File: config.mk
export PLATFORM = sky130hd
export DESIGN_NAME = ir_packet_sequencer
export DESIGN_NICKNAME = d
export VERILOG_FILES = /design/src/rtl/ir_packet_sequencer.sv
export SDC_FILE = /design/constraint.sdc
export NUM_CORES = 1
export LEC_CHECK = 0
export ABC_AREA = 1
export CAP_MARGIN = 10
export CORE_MARGIN = 5
export CORE_UTILIZATION = 52
export DETAILED_ROUTE_END_ITERATION = 6
export GPL_TIMING_DRIVEN = 0
export PLACE_DENSITY = 0.73
export SKIP_CTS_REPAIR_TIMING = 1
export SLEW_MARGIN = 10
export SYNTH_ARGS = -nofsm -noshare
export SYNTH_HDL_FRONTEND = slang
export SYNTH_SLANG_ARGS = --single-unit
File: constraint.sdc
create_clock -name CLK -period 4.02 [get_ports CLK]
set_clock_uncertainty 0.2 [all_clocks]
set_input_delay 1.206 -clock CLK [delete_from_list [all_inputs] [get_ports CLK]]
set_output_delay 1.206 -clock CLK [all_outputs]
set_load 0.03 [all_outputs]
File: src/rtl/ir_packet_sequencer.sv
// Sequences one IR car-control packet (start, car-select, four command bits, each followed
// by a gap) by restarting the carrier generator per segment and counting its period strobes.
module ir_packet_sequencer #(
    parameter int START_BURST    = 88,
    parameter int CAR_BURST      = 22,
    parameter int GAP            = 40,
    parameter int ASSERT_BURST   = 44,
    parameter int DEASSERT_BURST = 22,
    parameter int CNT_WIDTH      = 8
) (
    input  logic       CLK,
    input  logic       RST,
    input  logic       SEND,
    input  logic [3:0] COMMAND,
    input  logic       Pulse_Strobe,
    output logic       pack_gen_EN,
    output logic       pack_strobe,
    output logic       IR_GATE,
    output logic       BUSY,
    output logic       DONE
);

    // Zero-length segments would never end, so they are stretched to one period.
    localparam logic [CNT_WIDTH:0] L_START = (CNT_WIDTH+1)'((START_BURST    == 0) ? 1 : START_BURST);
    localparam logic [CNT_WIDTH:0] L_CAR   = (CNT_WIDTH+1)'((CAR_BURST      == 0) ? 1 : CAR_BURST);
    localparam logic [CNT_WIDTH:0] L_GAP   = (CNT_WIDTH+1)'((GAP            == 0) ? 1 : GAP);
    localparam logic [CNT_WIDTH:0] L_ONE   = (CNT_WIDTH+1)'((ASSERT_BURST   == 0) ? 1 : ASSERT_BURST);
    localparam logic [CNT_WIDTH:0] L_ZERO  = (CNT_WIDTH+1)'((DEASSERT_BURST == 0) ? 1 : DEASSERT_BURST);

    typedef enum logic [2:0] {S_IDLE, S_START, S_GAP, S_CARSEL, S_CMD} state_t;

    state_t               state_q, state_d;
    logic [2:0]           seg_q, seg_d;
    logic [CNT_WIDTH-1:0] cnt_q;
    logic [3:0]           cmd_q;
    logic                 strobe_q, echo_q, en_q, gate_q, done_q;

    logic [CNT_WIDTH:0]   seg_len, cnt_inc;
    logic [1:0]           bit_idx;
    logic                 tick, seg_end, adv;

    // seg_q records the last burst finished: 0 = start, 1 = car-select, 2..5 = bit0..bit3.
    always_comb begin
        bit_idx = 2'(seg_q - 3'd1);
        case (state_q)
            S_START:  seg_len = L_START;
            S_CARSEL: seg_len = L_CAR;
            S_CMD:    seg_len = cmd_q[bit_idx] ? L_ONE : L_ZERO;
            default:  seg_len = L_GAP;
        endcase
        tick    = Pulse_Strobe && !echo_q && (state_q != S_IDLE);
        cnt_inc = {1'b0, cnt_q} + (CNT_WIDTH+1)'(1);
        seg_end = tick && (cnt_inc >= seg_len);

        state_d = state_q;
        seg_d   = seg_q;
        adv     = 1'b0;
        case (state_q)
            S_IDLE: if (SEND) begin
                state_d = S_START;
                seg_d   = 3'd0;
                adv     = 1'b1;
            end
            S_START: if (seg_end) begin
                state_d = S_GAP;
                seg_d   = 3'd0;
                adv     = 1'b1;
            end
            S_CARSEL: if (seg_end) begin
                state_d = S_GAP;
                seg_d   = 3'd1;
                adv     = 1'b1;
            end
            S_CMD: if (seg_end) begin
                state_d = S_GAP;
                seg_d   = seg_q + 3'd1;
                adv     = 1'b1;
            end
            S_GAP: if (seg_end) begin
                adv = 1'b1;
                if (seg_q == 3'd0)      state_d = S_CARSEL;
                else if (seg_q == 3'd5) state_d = S_IDLE;
                else                    state_d = S_CMD;
            end
            default: state_d = S_IDLE;
        endcase
    end

    // Outputs are registered from the next state so they line up with the state they describe.
    always_ff @(posedge CLK or posedge RST) begin
        if (RST) begin
            state_q  <= S_IDLE;
            seg_q    <= '0;
            cnt_q    <= '0;
            cmd_q    <= '0;
            strobe_q <= 1'b0;
            echo_q   <= 1'b0;
            en_q     <= 1'b0;
            gate_q   <= 1'b0;
            done_q   <= 1'b0;
        end else begin
            state_q <= state_d;
            seg_q   <= seg_d;
            if (state_q == S_IDLE && SEND) cmd_q <= COMMAND;
            if (adv)       cnt_q <= '0;
            else if (tick) cnt_q <= cnt_q + CNT_WIDTH'(1);
            strobe_q <= adv && (state_d != S_IDLE);
            echo_q   <= strobe_q;
            en_q     <= (state_d != S_IDLE);
            gate_q   <= (state_d == S_START) || (state_d == S_CARSEL) || (state_d == S_CMD);
            done_q   <= adv && (state_d == S_IDLE);
        end
    end

    assign pack_gen_EN = en_q;
    assign BUSY        = en_q;
    assign pack_strobe = strobe_q;
    assign IR_GATE     = gate_q;
    assign DONE        = done_q;

endmodule

==> results.md <==
Run status:
- The flow ran to the end, and the final reports show no timing, DRC or antenna violations.

Synthesis:
- After Yosys synthesis, full adders, half adders and majority gates account for 8.50% of the synthesized area.
- Synthesis inferred 23 register bits.
- The mean area per synthesized cell is ~8.4 um^2.
- By area the synthesized netlist is led by sky130_fd_sc_hd__dfrtp_1, sky130_fd_sc_hd__nand2_1, sky130_fd_sc_hd__ha_1.
- The number of warnings reported in the yosys synthesis log is 0.
- The area share of the largest cell type after synthesis is 39.1%.
- The summed instance area of the synthesized netlist is approximately 0.0015 mm^2.
- sky130_fd_sc_hd__dfrtp_1 takes more of the synthesized area than any other cell.
- Counting every instance in the synthesized netlist gives 176.
- After synthesis, the share of flip-flops with an asynchronous set or reset is 100%.
- The synthesized netlist devotes 34.6% of its cell area to simple gates.
- Among all flip-flop cells after synthesis, the most frequent one is sky130_fd_sc_hd__dfrtp_1.
- Yosys mapped a number of flops with a built-in enable equal to 0.
- The synthesized netlist devotes between 4 and 5% of its cell area to compound gates.
- The post-synthesis xor/xnor area fraction is about 3.6%.
- The sequential share of the synthesized area is 39.1%.
- The largest family of logic cells by synthesized area is simple AND/OR/NAND/NOR gates.
- The number of nets handed over by synthesis was between 150 and 200.
- The number of different library cells used by synthesis comes to 27.
- Multiplexer cells account for between 1.5 and 2% of the synthesized area.

Timing:
- At the pin with the least slew margin, the transition time is 839 ps.
- The final max-slew violation count is 0.
- Setup total negative slack on the finished layout was measured at 0 ps.
- The final-report hold violation count is 0.
- Timing would allow up to approximately 330 MHz.
- Measured against its own limit, the worst slew margin works out to 44.0%.
- The worst path in the final design needs a cycle of 3060 ps, including I/O delays and setup.
- Setup violations remaining at the end of the flow were counted as 0.
- The share of the clock period used by the worst path is 76.0%.
- Setup repair after global routing left no endpoint under its margin.

Power and ir drop:
- In this run the static leakage power is 0.861 nW.
- The worst voltage drop across the vdd grid is ~0.47 mV.
- The power density over cell area is 462 mW/mm^2.
- The post-layout total power is between 0.7 and 0.8 mW.

Critical path:
- STA classifies the critical path startpoint as a register.
- At the worst endpoint, the required time is slightly above 4000 ps.
- The startpoint of the worst-slack reg-to-reg timing path is seg_q[0].
- Data on the critical path arrives at its endpoint at roughly 3100 ps.
- The reg-to-reg setup timing slack is between 900 and 1000 ps.
- The worst register-to-register path ends at cnt_q[6].
- The combined buffer and inverter count along the critical path is 3.
- The slowest library cell on the worst path is sky130_fd_sc_hd__dfrtp_1.
- The peak fanout along the critical path is 10.
- The critical path's largest stage delay is 500 ps.
- Walking the worst path, the cells encountered are inv_1 -> ha_1 -> o21ai_0 -> o221ai_1 -> nand2_1 -> ha_1 -> nand2_1 -> inv_1 -> a21oi_1 -> nand3_1 -> nand2_2 -> nand3_2 -> nand2_2 -> buf_6 -> nand3_1 -> nand2_1.
- The critical path capture point is cnt_q[6].
- STA classifies the critical path endpoint as a register.
- The number of cells traversed by the worst register-to-register path is 16.
- The number of stages on the worst setup path is 16.
- The most critical setup path has its startpoint at seg_q[0].
- The cell family contributing the most delay on the critical path is simple AND/OR/NAND/NOR gates.
- Among the stages of the critical path, the cell type that occurs most often is sky130_fd_sc_hd__nand2_1.
- The critical path class is reg2reg.

Global route:
- The number of global-route vias before repair is about 1.2k.
- The first global-routing pass estimated 5350 um of wire.
- The pin count of the biggest net entering global routing is 24.
- The number of antenna violations at the first check in global routing is 0.
- After global routing the overflow that remains totals 0.
- The global-route usage over all layers is 16.5%.

Routing:
- After the first detailed-routing iteration, the DRC count stood at between 70 and 80.
- The post-detailed-route via-to-cell ratio is 5.38.
- The remaining antenna violation count after routing is 0.
- In the final routed layout, each cell accounts on average for 12.7 um.
- The total detailed-routing wirelength is about 2800 um.
- The first TritonRoute pass finished after 4 iterations.
- For this run, design rule violations remaining after detail routing come to 0.
- The routed layout has about 1.2k vias.

Place:
- The number of I/O port buffers is 12.
- The HPWL reported at the end of detailed placement is 2280 um.
- The final estimated routing congestion in global placement is ~0.86.

Clock network:
- After clock tree synthesis, the clock-pin slew on the worst setup and hold paths is around 130 ps.
- In this run the deepest clock path goes through 2 buffers.
- The cell chosen for the clock root is sky130_fd_sc_hd__clkbuf_4.
- The clock insertion delay at the later pin of the skew report is 310 ps.
- Buffers inserted during clock tree synthesis total 3.
- In this run the number of H-tree levels came out at 1.
- The number of sinks driven by the clock tree is 23.
- The CTS tree is done.

Floorplan:
- The die extent in x is 63.2 um.
- After floorplanning, the core was sized to cover ~0.0027 mm^2.
- In this run the count of I/O pins placed on the die edge is 13.
- The height of the chip is between 60 and 70 um.
- The overall die area is 0.00399 mm^2.
- Once the floorplan was initialized, standard cells occupied 53.8% of the core.
- The floorplan row count is 19.

Cells and area:
- The total inserted antenna cells is 0.
- The fraction of layout instances using a drive strength above 1 is between 10% and 20%.
- The count of nets after finishing is 211.
- The area growth from synthesis to layout is 12.6%.

Worst hold path:
- The worst hold-check path type is reg2reg.

Job:
- Max-cap violations in this run came to 0.
metal layers:
layer / vias to the layer above / wire (um) / global-route usage (%) / part of all wire (%)
met3: 8 / 160 / 4.97 / 5.7
li1: 597 / - / - / -
met1: 560 / 1260 / 21.2 / 44
met2: 34 / 1350 / 26.0 / 48
met4: 0 / 59 / 6.23 / 2.1
met5: - / 0 / 0 / 0
area by class of cell:
class,instances,area [um^2]
Buffer,2,18.8
Clock buffer,4,26.3
Fill cell,236,1080
Inverter,27,101
Multi-Input combinational cell,124,776
Sequential cell,23,576
Tap cell,31,38.8
Timing Repair Buffer,12,120
stage by stage:
| stage | instance area (um^2) | worst slack (ps) | std cells | hold WS [ps] | util [%] |
|---|---|---|---|---|---|
| 5_1_grt | 1660 | 595 | 223 | 217 | 60.6 |
| 6_report | 1660 | 963 | 223 | 193 | 60.6 |
| 3_5_place_dp | 1630 | 962 | 219 | 168 | 59.6 |
| 2_1_floorplan | 1470 | 1390 | 176 | 274 | - |
| 3_3_place_gp | 1630 | 1020 | 219 | 163 | 59.6 |
| 4_1_cts | 1660 | 938 | 223 | 198 | 60.6 |
Yosys cell counts, drive strengths merged, types with 4 or more instances:
master,count
o21ai,5
inv,26
nand3,29
nor2,13
a21oi,5
dfrtp,23
xor2,4
nand2,48
ha,10
sequential cells by signal (all words and copies together) (netlist names):
signal / count
state_q: 3
cnt_q: 8
DONE: 1
cmd_q: 4
IR_GATE: 1
pack_strobe: 1
seg_q: 3
BUSY: 1
echo_q: 1
report_power, final:
part           internal, mW  switching, mW  total (mW)
clock network        0.0388         0.0698       0.109
logic                 0.133          0.188       0.321
registers             0.288         0.0479       0.336
kinds of logic after synthesis:
kind of cell    count (synthesis)
compound gates                 12
xor+xnor                        6
fa+ha+maj                      10
buf+inv                        29
flops                          23
mux                             2
simple gates                   94
placed cells by master, fill, tap and decap left out:
master | synthesis | final
sky130_fd_sc_hd__nor2_8 | 1 | 1
sky130_fd_sc_hd__o21ai_0 | 5 | 5
sky130_fd_sc_hd__nand3_2 | 4 | 4
sky130_fd_sc_hd__mux2_2 | 2 | 2
sky130_fd_sc_hd__nor2_2 | 2 | 2
sky130_fd_sc_hd__nand2_2 | 10 | 10
sky130_fd_sc_hd__inv_1 | 23 | 23
sky130_fd_sc_hd__nand2_1 | 37 | 37
sky130_fd_sc_hd__dfrtp_1 | 23 | 23
sky130_fd_sc_hd__nand4_1 | 1 | 1
sky130_fd_sc_hd__nand2_4 | 1 | 1
sky130_fd_sc_hd__ha_1 | 10 | 10
sky130_fd_sc_hd__clkbuf_1 | 0 | 1
sky130_fd_sc_hd__clkinv_1 | 1 | 1
sky130_fd_sc_hd__xor2_1 | 4 | 4
sky130_fd_sc_hd__xnor2_1 | 2 | 2
sky130_fd_sc_hd__nand3_4 | 1 | 1
sky130_fd_sc_hd__nor2_4 | 3 | 3
sky130_fd_sc_hd__nor2_1 | 7 | 7
sky130_fd_sc_hd__buf_4 | 1 | 1
sky130_fd_sc_hd__nand3b_1 | 2 | 2
sky130_fd_sc_hd__clkbuf_4 | 0 | 3
sky130_fd_sc_hd__nor3_1 | 1 | 1
sky130_fd_sc_hd__nand3_1 | 24 | 24
sky130_fd_sc_hd__clkdlybuf4s50_1 | 0 | 12
sky130_fd_sc_hd__buf_6 | 1 | 1
sky130_fd_sc_hd__a22oi_1 | 1 | 1
sky130_fd_sc_hd__inv_2 | 3 | 3
sky130_fd_sc_hd__o221ai_1 | 1 | 1
sky130_fd_sc_hd__a21oi_1 | 5 | 5
how the worst min path moves through the flow:
stage | start | end | slack, ps | depth (start not counted)
CTS | pack_strobe | echo_q | 200 | 0
finish | pack_strobe | echo_q | 190 | 0
floorplan | cmd_q[0] | cmd_q[0] | 270 | 1
detailed placement | pack_strobe | echo_q | 170 | 0
global placement | pack_strobe | echo_q | 160 | 0
global route | pack_strobe | echo_q | 220 | 0
No activity file was read; power rests on OpenSTA's default activity.
==> edit 1 (config.mk and constraints unchanged) <==
The parameter `CNT_WIDTH` goes from 8 to 10.
--- a/src/rtl/ir_packet_sequencer.sv
+++ b/src/rtl/ir_packet_sequencer.sv
@@ -6,7 +6,7 @@
     parameter int GAP            = 40,
     parameter int ASSERT_BURST   = 44,
     parameter int DEASSERT_BURST = 22,
-    parameter int CNT_WIDTH      = 8
+    parameter int CNT_WIDTH      = 10
 ) (
     input  logic       CLK,
     input  logic       RST,
Formal check against the unedited RTL: same outputs for any inputs over 10 cycles, from zero or initial values and one cycle with RST high; that may be too few to reach the edited logic, so the function may still have changed.
==> edit 1 against the unedited design <==
Global-route usage is 0.74 points lower; synthesized area increased by 7.8%; cell count grew 15%; fmax shrank 1.9%; via count increased by 7.8%; cell area rose by 7.1%; count of clock-buffer cells in the layout is the same; sequential cell count rose by 2; wire length is 4.1% higher; worst setup slack worse by 0.061 ns.
Power is not compared: it rests on default switching activity, and its combinational part moved more than twofold at a synthesized area within 25%.
==> edit 1: results (changes against the unedited design) <==
outcome - finished, final reports clean
post-DP HPWL - 2360 µm (+3.5%)
global-route wire length before repair - 5340 µm (-0.13%)
syn_nets - 226 (+16%)
Non-Filler Instances - 257 (+15%)
Synth top cells by count - 59 x nand2_1, 32 x inv_1, 25 x dfrtp_1
Mapped Cells - 208 (+18%)
critical path's top delay family - simple AND/OR/NAND/NOR gates
Register-to-Register Path Depth - 20 (+4)
Tightest Pin Transition - 0.912 ns (+0.0722 ns)
placed cells - 253 (+16%)
pin count of the biggest net entering global routing - 26 (+8.3%)
Top Registers - cnt_q (10), cmd_q (4)
layout net count - 243 (+15%)
vias in the first global route - 1296 (+6.3%)
proportion of layout cells with a drive suffix above 1 - 13.8% (-2.8 points)
DR vias/cell - 5.03 (-6.4%)
worst setup path start - cnt_q[0]
reg-to-reg slack, setup - 0.90 ns (-0.06 ns)
Tot GR Track Use - 15.7% (-0.74 points)
top cells by area, synth - dfrtp_1 39%, nand2_1 14%, ha_1 7.9%
initial drt markers - 83 (+14%)
worst endpoint data arrival time - 3.17 ns (+0.05 ns)
Synth cell types - 29 (+7.4%)
post-synthesis sequential area ratio - 39.4% (+0.32 points)
Filler cells - 302 (+28%)
Worst Setup EP - cnt_q[0]
## edit 1: how the worst min path moves through the flow
stage                start       end  cells past startpoint
4_1_cts        pack_strobe    echo_q                      0
3_3_place_gp   pack_strobe    echo_q                      0
2_1_floorplan     cmd_q[1]  cmd_q[1]                      1
5_1_grt        pack_strobe    echo_q                      0
6_report       pack_strobe    echo_q                      0
3_5_place_dp   pack_strobe    echo_q                      0
## edit 1: kinds of logic after synthesis
| group | share of synthesized area (%) |
|---|---|
| compound gates | 9.38 |
| xor+xnor | 2.21 |
| fa+ha+maj | 7.89 |
| buf+inv | 9.78 |
| flops | 39.4 |
| mux | 2.84 |
| simple gates | 28.5 |
## edit 1: cell type report
cell class	count	area, µm²	area share (%)
inverters	38	143	8.04
clock buffers	4	26.3	1.48
repair buffers	12	120	6.77
plain buffers	2	12.5	0.705
well taps	33	41.3	2.33
multi-input cells	143	806	45.4
flip-flops and latches	25	626	35.3
## edit 1: metrics by stage
step	cell area, µm²	setup WS, ns	hold WS [ns]
6_report	1770	0.902	0.214
5_1_grt	1770	0.435	0.230
4_1_cts	1770	0.858	0.214
3_5_place_dp	1750	0.881	0.168
3_3_place_gp	1750	0.890	0.176
2_1_floorplan	1590	1.31	0.274
## edit 1: per-layer routing
| layer | GRT usage, % | vias to the layer above | part of all wire, % |
|---|---|---|---|
| li1 | - | 686 | - |
| met1 | 18.3 | 582 | 46 |
| met2 | 29.0 | 19 | 50 |
| met3 | 3.08 | 6 | 2.7 |
| met4 | 4.66 | 0 | 1.7 |
| met5 | 0 | - | 0 |
## edit 1: where the power goes
part	internal [W]	leakage, nW	switching, W
combinational	0.000291	0.590	0.000482
sequential	0.000356	0.321	0.0000780
clock	0.0000387	0.0150	0.0000714
total	0.000686	0.926	0.000632
==> edit 2 (config.mk and constraints unchanged) <==
Without the edit above. Reset style: synchronous (`RST`), changed in one clocked block.
--- a/src/rtl/ir_packet_sequencer.sv
+++ b/src/rtl/ir_packet_sequencer.sv
@@ -87,7 +87,7 @@
     end
 
     // Outputs are registered from the next state so they line up with the state they describe.
-    always_ff @(posedge CLK or posedge RST) begin
+    always_ff @(posedge CLK) begin
         if (RST) begin
             state_q  <= S_IDLE;
             seg_q    <= '0;
Behaviour: differs if RST is asserted again (counterexample within 4 cycles, from zero or initial values and one cycle with RST high); with RST held inactive, the same outputs for 10 cycles.
==> edit 2 against the unedited design <==
Synthesized area up 0.43%; non-clock buffer count up 2; synthesized cell count up 21%; worst setup slack worse by 0.035 ns; cell count up 17%; wire length down 8.1%; sequential cell count unchanged; cell area up 0.45%.
Power is not compared: it rests on default switching activity, and its combinational part moved more than twofold at a synthesized area within 25%.
==> edit 2: results (changes against the unedited design) <==
number of diodes - 0 (unchanged)
dpl cell area - 0.00164 mm² (+0.38%)
Tot GR Track Use - 13.6% (-2.8 points)
Synth top cells by count - 57 x nand2_1, 33 x inv_1, 23 x dfxtp_1
pin count of the biggest net entering global routing - 14 (-42%)
worst r2r src - seg_q[0]
max incr delay on CP - 0.47 ns (-0.03 ns)
Synth cell types - 28 (+3.7%)
post-DP HPWL - 2110 µm (-7.3%)
reg-to-reg slack, setup - 0.93 ns (-0.03 ns)
routability cong. - 0.821 (-4.6%)
hold path start - pack_strobe
Tightest Pin Transition - 0.442 ns (-0.397 ns)
vias in the first global route - 1111 (-8.9%)
syn_nets - 231 (+19%)
DR vias/cell - 4.80 (-11%)
Post-Synth XOR/XNOR Area - 2.96% (-0.61 points)
post-synthesis mux area share - 0% (-1.5 points)
sink of the worst hold path - echo_q
asr flop ratio synth - 0% (-100 points)
CTS root buf - clkbuf_4
initial drt markers - 28 (-62%)
worst r2r dst - cnt_q[3]
top cells by area, synth - dfxtp_1 31%, nand2_1 14%, ha_1 8.5%
final wirelength - 2600 µm (-8.1%)
Register-to-Register Path Depth - 18 (+2)
highest-delay cell along the critical path - dfxtp_1
post-synthesis compound-gate area fraction - 9.99% (+5.5 points)
outcome - finished, final reports clean
Min-Delay Path Depth - 2 (+2)
global-route wire length before repair - 4530 µm (-15%)
post-synthesis sequential area ratio - 31.2% (-8.0 points)
proportion of layout cells with a drive suffix above 1 - 14.8% (-1.8 points)
layout net count - 248 (+18%)
Filler cells - 281 (+19%)
Crit Path Max Fanout - 8 (-2)
[edit 2: cell count changes after synthesis, sizes merged, moves of 3 or more]
cell	change
dfrtp	-23
dfxtp	+23
nand3	-18
nor2	+17
nand2	+13
a21oi	+11
inv	+10
nor3	+3
[edit 2: per-stage QoR]
stage / std cells / hold slack (ns) / setup WS, ns
finish: 260 / 0.242 / 0.928
CTS: 260 / 0.247 / 0.893
detailed placement: 256 / 0.226 / 0.943
global route: 260 / 0.276 / 0.585
floorplan: 213 / 0.230 / 1.31
global placement: 256 / 0.218 / 0.966
[edit 2: worst max-delay path by stage]
stage	start	to	slack (ns)
finish	seg_q[0]	cnt_q[3]	0.93
floorplan	seg_q[0]	cnt_q[4]	1.31
CTS	seg_q[0]	cnt_q[3]	0.89
global route	seg_q[0]	DONE	0.59
detailed placement	seg_q[0]	cnt_q[3]	0.94
global placement	seg_q[0]	cnt_q[2]	0.97
[edit 2: final cells by class]
class / count / area, µm² / area share, %
Multi-Input combinational cell: 150 / 848 / 51.0
Sequential cell: 23 / 460 / 27.7
Inverter: 36 / 135 / 8.12
Timing Repair Buffer: 12 / 120 / 7.22
Tap cell: 31 / 38.8 / 2.33
Buffer: 4 / 33.8 / 2.03
Clock buffer: 3 / 22.5 / 1.35
Clock inverter: 1 / 5.00 / 0.301
[edit 2: kinds of logic (layout without fill, tap and decap cells)]
group / count (synthesis) / in the layout
buffers and inverters: 40 / 56
AND/OR/NAND/NOR: 109 / 109
AO/OA/AOI/OAI: 26 / 26
XOR/XNOR: 5 / 5
adder cells (fa/ha/maj): 10 / 10
flip-flops: 23 / 23
[edit 2: layer usage]
layer  GRT usage [%]  wire length [µm]  up-vias
li1                -                 -      689
met1            16.1              1240      540
met2            24.2              1250       13
met3            2.84                72        5
met4            4.68                40        0
met5               0                 0        -
